**src/rtl/demux_pkg.sv**
```systemverilog
// demux_pkg: shared types and helpers for the 1:64 pipelined demux.
//   SEL_W / N     : index width and output word width (6 / 64)
//   word_t        : 64-bit output word
//   demux_beat_t  : one pipeline beat {valid, data, sel}
//   dec2to4       : 2-bit index to 4-bit one-hot
package demux_pkg;

  localparam int SEL_W = 6;
  localparam int N     = 2 ** SEL_W;

  typedef logic [N-1:0] word_t;

  typedef struct packed {
    logic             valid;
    logic             data;
    logic [SEL_W-1:0] sel;
  } demux_beat_t;

  function automatic logic [3:0] dec2to4(input logic [1:0] s);
    dec2to4 = 4'b0001 << s;
  endfunction

endpackage

```
**src/rtl/demux_stage.sv**
```systemverilog
// demux_stage: one radix-4 level of the write decode tree.
//   clk, rst, clear : clock, sync reset, sync flush (both zero the stage)
//   beat_in         : incoming beat {valid, data, sel}
//   en_in           : enable vector from the previous level (EN_IN_W bits)
//   beat_out        : registered beat
//   en_out          : registered enable, 4x wider, refined by this level's
//                     two sel bits
// STAGE selects which sel pair is decoded: 0 -> sel[5:4], 1 -> sel[3:2],
// 2 -> sel[1:0]. Enable bit g*4+k means "previous group g, sub-index k",
// so after the last level bit i is set exactly when sel == i.
module demux_stage
  import demux_pkg::*;
#(
  parameter int STAGE   = 0,
  parameter int EN_IN_W = 1
) (
  input  logic                   clk,
  input  logic                   rst,
  input  logic                   clear,
  input  demux_beat_t            beat_in,
  input  logic [EN_IN_W-1:0]     en_in,
  output demux_beat_t            beat_out,
  output logic [4*EN_IN_W-1:0]   en_out
);

  localparam int LSB = SEL_W - 2 * (STAGE + 1);

  logic [3:0]           dec;
  logic [4*EN_IN_W-1:0] en_next;

  assign dec = dec2to4(beat_in.sel[LSB +: 2]);

  // Gating by valid keeps an unknown sel on a bubble from reaching the
  // enable vector, so it can never disturb the holding register.
  always_comb begin
    en_next = '0;
    if (beat_in.valid) begin
      for (int g = 0; g < EN_IN_W; g++) begin
        for (int k = 0; k < 4; k++) begin
          en_next[g*4+k] = en_in[g] & dec[k];
        end
      end
    end
  end

  always_ff @(posedge clk) begin
    if (rst || clear) begin
      beat_out <= '0;
      en_out   <= '0;
    end else begin
      beat_out <= beat_in;
      en_out   <= en_next;
    end
  end

endmodule

```
**src/rtl/demux1to64_pipelined.sv**
```systemverilog
// demux1to64_pipelined: writes one bit per cycle into an addressed position
// of a 64-bit holding register through a 3-level radix-4 decode pipeline.
//   clk       : rising-edge clock
//   rst       : synchronous active-high reset (highest priority)
//   in_valid  : qualifies sel/in this cycle
//   sel       : target bit index
//   in        : data bit
//   clear     : synchronous flush of out, written and in-flight writes
//   out       : assembled word
//   out_valid : one-cycle pulse per write landing in out
//   written   : sticky "written since clear" mask
//   full      : registered &written
// A beat presented at edge t lands in out/written/out_valid at edge t+3.
// Only SEL_W = 6 is supported.
module demux1to64_pipelined #(
  parameter int          SEL_W   = 6,
  parameter logic [63:0] RST_VAL = 64'h0
) (
  input  logic                    clk,
  input  logic                    rst,
  input  logic                    in_valid,
  input  logic [SEL_W-1:0]        sel,
  input  logic                    in,
  input  logic                    clear,
  output logic [(2**SEL_W)-1:0]   out,
  output logic                    out_valid,
  output logic [(2**SEL_W)-1:0]   written,
  output logic                    full
);
  import demux_pkg::*;

  demux_beat_t beat_in, s1_beat, s2_beat, s3_beat;
  logic [3:0]  s1_en;
  logic [15:0] s2_en;
  word_t       s3_en;

  assign beat_in = '{valid: in_valid, data: in, sel: sel};

  demux_stage #(.STAGE(0), .EN_IN_W(1)) u_s1 (
    .clk(clk), .rst(rst), .clear(clear),
    .beat_in(beat_in), .en_in(1'b1),
    .beat_out(s1_beat), .en_out(s1_en)
  );

  demux_stage #(.STAGE(1), .EN_IN_W(4)) u_s2 (
    .clk(clk), .rst(rst), .clear(clear),
    .beat_in(s1_beat), .en_in(s1_en),
    .beat_out(s2_beat), .en_out(s2_en)
  );

  demux_stage #(.STAGE(2), .EN_IN_W(16)) u_s3 (
    .clk(clk), .rst(rst), .clear(clear),
    .beat_in(s2_beat), .en_in(s2_en),
    .beat_out(s3_beat), .en_out(s3_en)
  );

  // The index is fully encoded in s3_en by now; the final sel is not needed.
  logic unused_s3_sel;
  assign unused_s3_sel = ^s3_beat.sel;

  // clear on the same edge as an S3 write wins: the write is dropped.
  // full looks at the pre-edge mask, so it rises one cycle after written
  // reaches all-ones.
  always_ff @(posedge clk) begin
    if (rst || clear) begin
      out       <= RST_VAL;
      written   <= '0;
      full      <= 1'b0;
      out_valid <= 1'b0;
    end else begin
      out_valid <= s3_beat.valid;
      full      <= &written;
      for (int i = 0; i < N; i++) begin
        if (s3_en[i]) begin
          out[i]     <= s3_beat.data;
          written[i] <= 1'b1;
        end
      end
    end
  end

endmodule

```
**config.mk**
```make
export PLATFORM = sky130hd
export DESIGN_NAME = demux1to64_pipelined
export DESIGN_NICKNAME = d
export VERILOG_FILES = /design/src/rtl/demux_pkg.sv /design/src/rtl/demux_stage.sv /design/src/rtl/demux1to64_pipelined.sv
export SDC_FILE = /design/constraint.sdc
export NUM_CORES = 1
export LEC_CHECK = 0
export ABC_CLOCK_PERIOD_IN_PS = 3100
export CORE_MARGIN = 4
export CORE_UTILIZATION = 45
export DETAILED_ROUTE_END_ITERATION = 8
export GPL_TIMING_DRIVEN = 0
export MAX_ROUTING_LAYER = met4
export PLACE_DENSITY = 0.72
export REMOVE_ABC_BUFFERS = 1
export SLEW_MARGIN = 20
export SYNTH_ARGS = -nofsm -noshare
export SYNTH_HDL_FRONTEND = slang
export SYNTH_SLANG_ARGS = --single-unit
```
**constraint.sdc**
```tcl
create_clock -name clk -period 3.1 [get_ports clk]
set_input_delay 0.62 -clock clk [delete_from_list [all_inputs] [get_ports clk]]
set_output_delay 0.62 -clock clk [all_outputs]
set_load 0.02 [all_outputs]
```
==> results_dict.tcl, run 1 <==
set metrics [dict create \
    dr.pass1.iters 5 \
    rows 44 \
    final_nets 794 \
    vdd_ir_drop_max_v 0.0003193 \
    port_buffers 140 \
    max_stage_delay_ps 630 \
    area_delta_synth_final_pct 33.19 \
    min_period_over_period 0.6842 \
    holdPathEnd "u_s3.beat_out[6]" \
    reg2reg_depth 4 \
    cts-root-buf "clkbuf_16" \
    r2r_slack_ps 1530 \
    antenna_found_initial 0 \
    htree_levels 1 \
    clock_latency_ps 480 \
    drt_iter0_drc 232 \
    worst-setup-path-type "register to output port" \
    cp-start-kind "register" \
    layout_commonest_cell "dfxtp_1" \
    r2r-end "full" \
    hpwlAfterDp_um 9914 \
    hold_start "u_s2.beat_out[6]" \
    clockBufferDepth 3 \
    max_freq_ghz 0.4715 \
    worst_slack_ps 978.9 \
    critical_path_buf_inv_count 1 \
    die_y_um 131.2 \
    antenna_left 0 \
    synth-compound-area-share 0 \
    post-cts-setup-buffers 0 \
    grt_max_degree 72 \
    dieWidth_um 131.2 \
    min_period_ps 2121 \
    max-cap-violations 0 \
    synthSimpleGateAreaFrac 0.2247 \
    io_pins 141 \
    clkTransAtPathRegs_ps 60 \
    final-setup-viol-count 0 \
    grt_util_all_layers 0.1727 \
    critical_path_required_ps 2480 \
    path_cells "clkdlybuf4s50_1" \
    synth_top_family_by_area "simple AND/OR/NAND/NOR gates" \
    cts_resized 0 \
    yosys_warnings 0 \
    min_path_cells 1 \
    synthesis.instances 645 \
    avgSynthCellArea_um2 10.59 \
    drc 0 \
    cp-end-kind "output port" \
    synth_area_mm2 0.006828 \
    synth_seq_cells 226 \
    cts.sinks 226 \
    power.density_mw_per_mm2 611.7 \
    hold_viol_final 0 \
    cts_tree "built" \
    fin_total_pwr_uw 5563 \
    ys_seq_area_frac 0.6626 \
    n_antenna_cell 0 \
    grt_pass1_vias 4741 \
    drt-total-wl_um 14770 \
    mostFrequentLayoutCells "dfxtp_1 (225), nor2_1 (205), clkdlybuf4s50_1 (140), and2_1 (75), mux2i_1 (64)" \
    status "finished clean" \
    path_max_fanout 3 \
    hold_path_class "register to register" \
    final_util 0.6187 \
    slew_headroom 0.4199 \
    timing.rr.start "written[41]" \
    worst_pin_slew_ps 869.2 \
    rsz0062_at_grt "no" \
    viasPerCell 4.773 \
    final.setup_skew_ps 7.213 \
    placed_cells 943 \
    overflow 0 \
    arrival_ps 1500 \
    layout-drive-gt1-share 0.05276 \
    grt_first_pass_wirelength_um 24230 \
    dieArea_mm2 0.01721 \
    start_util 0.4645 \
    synthAdderAreaFrac 0 \
    leakagePower_uw 0.003181 \
    worst_path_max_delay_cell "clkdlybuf4s50_1" \
    stdcell_count 980 \
    coreArea_mm2 0.01470 \
    wl_per_cell_um 15.07 \
    cts_hold_buf 0 \
    gp_congestion 0.7813 \
    slew_viol_final 0 \
    synth_xor_area_frac 0 \
    ys_types 22 \
    cts-buffers-inserted 22 \
    muxShareOfSynthArea 0.09382 \
    dp_slack_ps 552.7 \
    crit_family "buffers and inverters" \
    num_vias 4678 \
]
per-stage QoR:
step           hold slack [ps]  instance area, um^2  TNS [ps]
2_1_floorplan            405.7                 6703         0
3_3_place_gp             407.9                 8334   -190470
3_5_place_dp             412.1                 8373         0
4_1_cts                  427.0                 9094         0
5_1_grt                  441.3                 9094         0
6_report                 425.5                 9094         0
state kept, by name, summed over array words and instances, names as in the netlist:
name	cells
u_s1.en_out	4
u_s2.beat_out	4
u_s2.en_out	16
written	64
out_valid	1
u_s3.beat_out	2
out	64
u_s1.beat_out	6
u_s3.en_out	64
full	1
layer usage:
metal	global-route usage	part of all wire	vias up	wire (um)
li1	-	-	2332	-
met1	0.2193	0.46	2204	6773
met2	0.2880	0.48	124	7029
met3	0.03708	0.052	18	761
met4	0.03501	0.014	0	202
met5	-	0	-	0
cells by family (layout without fill, tap and decap cells):
group         Yosys count  in the layout
simple gates          327            327
flops                 226            226
mux                    64             64
buf+inv                28            179
Yosys cell counts:
library cell,number,area share
nand2b_1,2,0.0018
and3_4,1,0.0016
nand4bb_1,1,0.0016
nor4_1,4,0.0037
nor3b_4,1,0.0027
clkbuf_1,13,0.0071
nand4_1,16,0.015
dfxtp_1,226,0.66
nor3b_1,2,0.0022
nor2_4,1,0.0016
and2_1,75,0.069
nor3_1,5,0.0037
and2_4,1,0.0013
or2_1,1,0.00092
nor2_1,207,0.11
nand3_1,2,0.0015
inv_1,1,0.00055
buf_2,13,0.0095
mux2i_1,64,0.094
and3_1,1,0.00092
nand2_1,7,0.0038
buf_6,1,0.0016
cell type report:
class                   instances  area, um^2
flip-flops and latches        226        4528
clock buffers                  33       673.1
inverters                       1       3.754
multi-input cells             391        2182
clock inverters                 4       47.55
well taps                     184       230.2
repair buffers                141        1429
fillers                      1174        5605
how the worst max path moves through the flow:
stage,endpoint,depth (start not counted),startpoint,slack [ps]
final,written[61],1,written[61],980
after global routing,written[41],1,written[41],920
after CTS,written[61],1,written[61],950
after detailed placement,u_s3.en_out[20],5,clear,550
after global placement,out[1],3,rst,-1500
after floorplan,out[0],2,rst,120
power breakdown:
part	switching, uW	leakage (uW)	total (uW)	internal, uW
clock network	1020	0.000353	2590	1570
registers	4.87	0.00182	2910	2910
logic	34.8	0.00101	55.2	20.4
total	1060	0.00318	5560	4500
Note: power is estimated with default switching activity, not from simulation.
==> run 2, diff against run 1 <==
--- a/config.mk
+++ b/config.mk
@@ -5,7 +5,7 @@
 export SDC_FILE = /design/constraint.sdc
 export NUM_CORES = 1
 export LEC_CHECK = 0
-export ABC_CLOCK_PERIOD_IN_PS = 3100
+export ABC_CLOCK_PERIOD_IN_PS = 2100
 export CORE_MARGIN = 4
 export CORE_UTILIZATION = 45
 export DETAILED_ROUTE_END_ITERATION = 8
==> constraint.sdc (replaced) <==
create_clock -name clk -period 2.1 [get_ports clk]
set_input_delay 0.42 -clock clk [delete_from_list [all_inputs] [get_ports clk]]
set_output_delay 0.42 -clock clk [all_outputs]
set_load 0.02 [all_outputs]
==> results of run 2 <==
The final DEF is identical to that of run 1. Status: finished clean.
Among the figures that moved: setup slack after placement 552.7 ps -> -247.3 ps; setup slack after layout 978.9 ps -> 178.9 ps; register-to-register setup slack 1530 ps -> 530 ps; total power 5563 uW -> 8211 uW; worst IR drop on VDD 0.0003193 V -> 0.0004714 V
==> patch (config.mk and constraints of run 2) <==
Set the parameter `STAGE` to 1 (it was 2). Comments in the files are not updated.
--- a/src/rtl/demux1to64_pipelined.sv
+++ b/src/rtl/demux1to64_pipelined.sv
@@ -49,5 +49,5 @@
   );
 
-  demux_stage #(.STAGE(2), .EN_IN_W(16)) u_s3 (
+  demux_stage #(.STAGE(1), .EN_IN_W(16)) u_s3 (
     .clk(clk), .rst(rst), .clear(clear),
     .beat_in(s2_beat), .en_in(s2_en),
Check against the original RTL: not equivalent (a bounded check fails within 10 cycles, from zero or initial values).
==> patch against run 2 <==
  * Sequential share of layout area decreased by 0.43 points
  * Synthesized area is 0.22% lower
  * Worst setup slack lost 3.5 ps
  * Final cell count is 0.10% higher
  * Routed wire length grew 0.68%
  * Highest routed layer unchanged
  * First-iteration DRC count grew 13%
  * Final area hardly changed
  * Core utilization about the same
  * Power rose by 0.14%
  * Critical endpoint is now written[58]
  * Die area is 0.21% lower
  * Sequential cell count is 2 lower
  * Critical path type unchanged
==> patch: results (changes against run 2) <==
metric	value	unit	change
largest cells by area after synthesis	dfxtp_1, nor2_1, mux2i_1, and2_1, and2_2		
buffers outside the clock class	142		+0.71%
sequential share of power	51.8	%	-0.6 points
drt via density	4.78		+0.15%
Placed Area	8330	µm²	-0.49%
Power Sequential	0.00426	W	-0.9%
GRT Overall Usage	17.7	%	+0.39 points
Max VDD drop	0.568	mV	+21%
Distinct cells, synth	26		+18%
RePlAce Congestion	0.762		-2.5%
worst hold slack	430	ps	+4.20 ps
footprint of the multi-input gates	2200	µm²	+0.86%
fin crit period	1920	ps	+3.49 ps
power of the clock network	0.00389	W	+2%
ratio of cells with drive above 1 in the final layout	9.66	%	+4.4 points
Layout Skew	7.60	ps	+0.383 ps
WL met1	6810	µm	+0.55%
met1 usage	22.6	%	+0.68 points
DR iter-0 viols	261		+13%
sequential area share after synthesis	65.8	%	-0.44 points
WL met3	690	µm	-9.3%
R2R Setup Slk	410	ps	-120 ps
leakage	3.20	nW	+0.66%
Port-buffer cells	138		-1.4%
run status	finished clean		
Post-Place Worst Slack	-419	ps	-172 ps
hpwl dp	9900	µm	-0.18%
largest net degree at the start of global routing	67		-6.9%
Post-synth top cells	dfxtp_1, nor2_1, mux2i_1		
wire length of the first global-routing pass	23600	µm	-2.4%
Pre-Repair DR Iteration Count	4		-1
Final nets	792		-0.25%
syn_area_per_cell	10.6	µm²	+0.40%
multiplexer share of the synthesized area	9.40	%	+0.021 points
vias in the first global route	4737		-0.084%
Routed Wire Length	14900	µm	+0.68%
Clock-cell share	8.11	%	+0.18 points
[patch: cell count changes after synthesis]
cell	delta
and2_1	-34
and2_2	+32
clkbuf_1	-4
clkbuf_2	+2
dfxtp_1	-2
and3_2	+1
and3_4	-1
buf_1	+1
buf_4	+1
nor2_2	+1
nor2_4	-1
or2_1	-1
or2_2	+1
[patch: worst paths after layout]
path                                    start                     endpoint  cells after the start
setup / recovery     written[58]$_SDFFE_PP0P_                  written[58]                      1
hold / removal    u_s2.beat_out[6]$_SDFF_PP0_  u_s3.beat_out[6]$_SDFF_PP0_                      1
setup reg to reg     written[11]$_SDFFE_PP0P_              full$_SDFF_PP0_                      4
hold reg to reg   u_s2.beat_out[6]$_SDFF_PP0_  u_s3.beat_out[6]$_SDFF_PP0_                      1
[patch: kinds of logic (layout without fill, tap and decap cells)]
logic type | Yosys count | count (layout)
simple gates | 325 | 325
buf+inv | 28 | 184
flops | 224 | 224
mux | 64 | 64
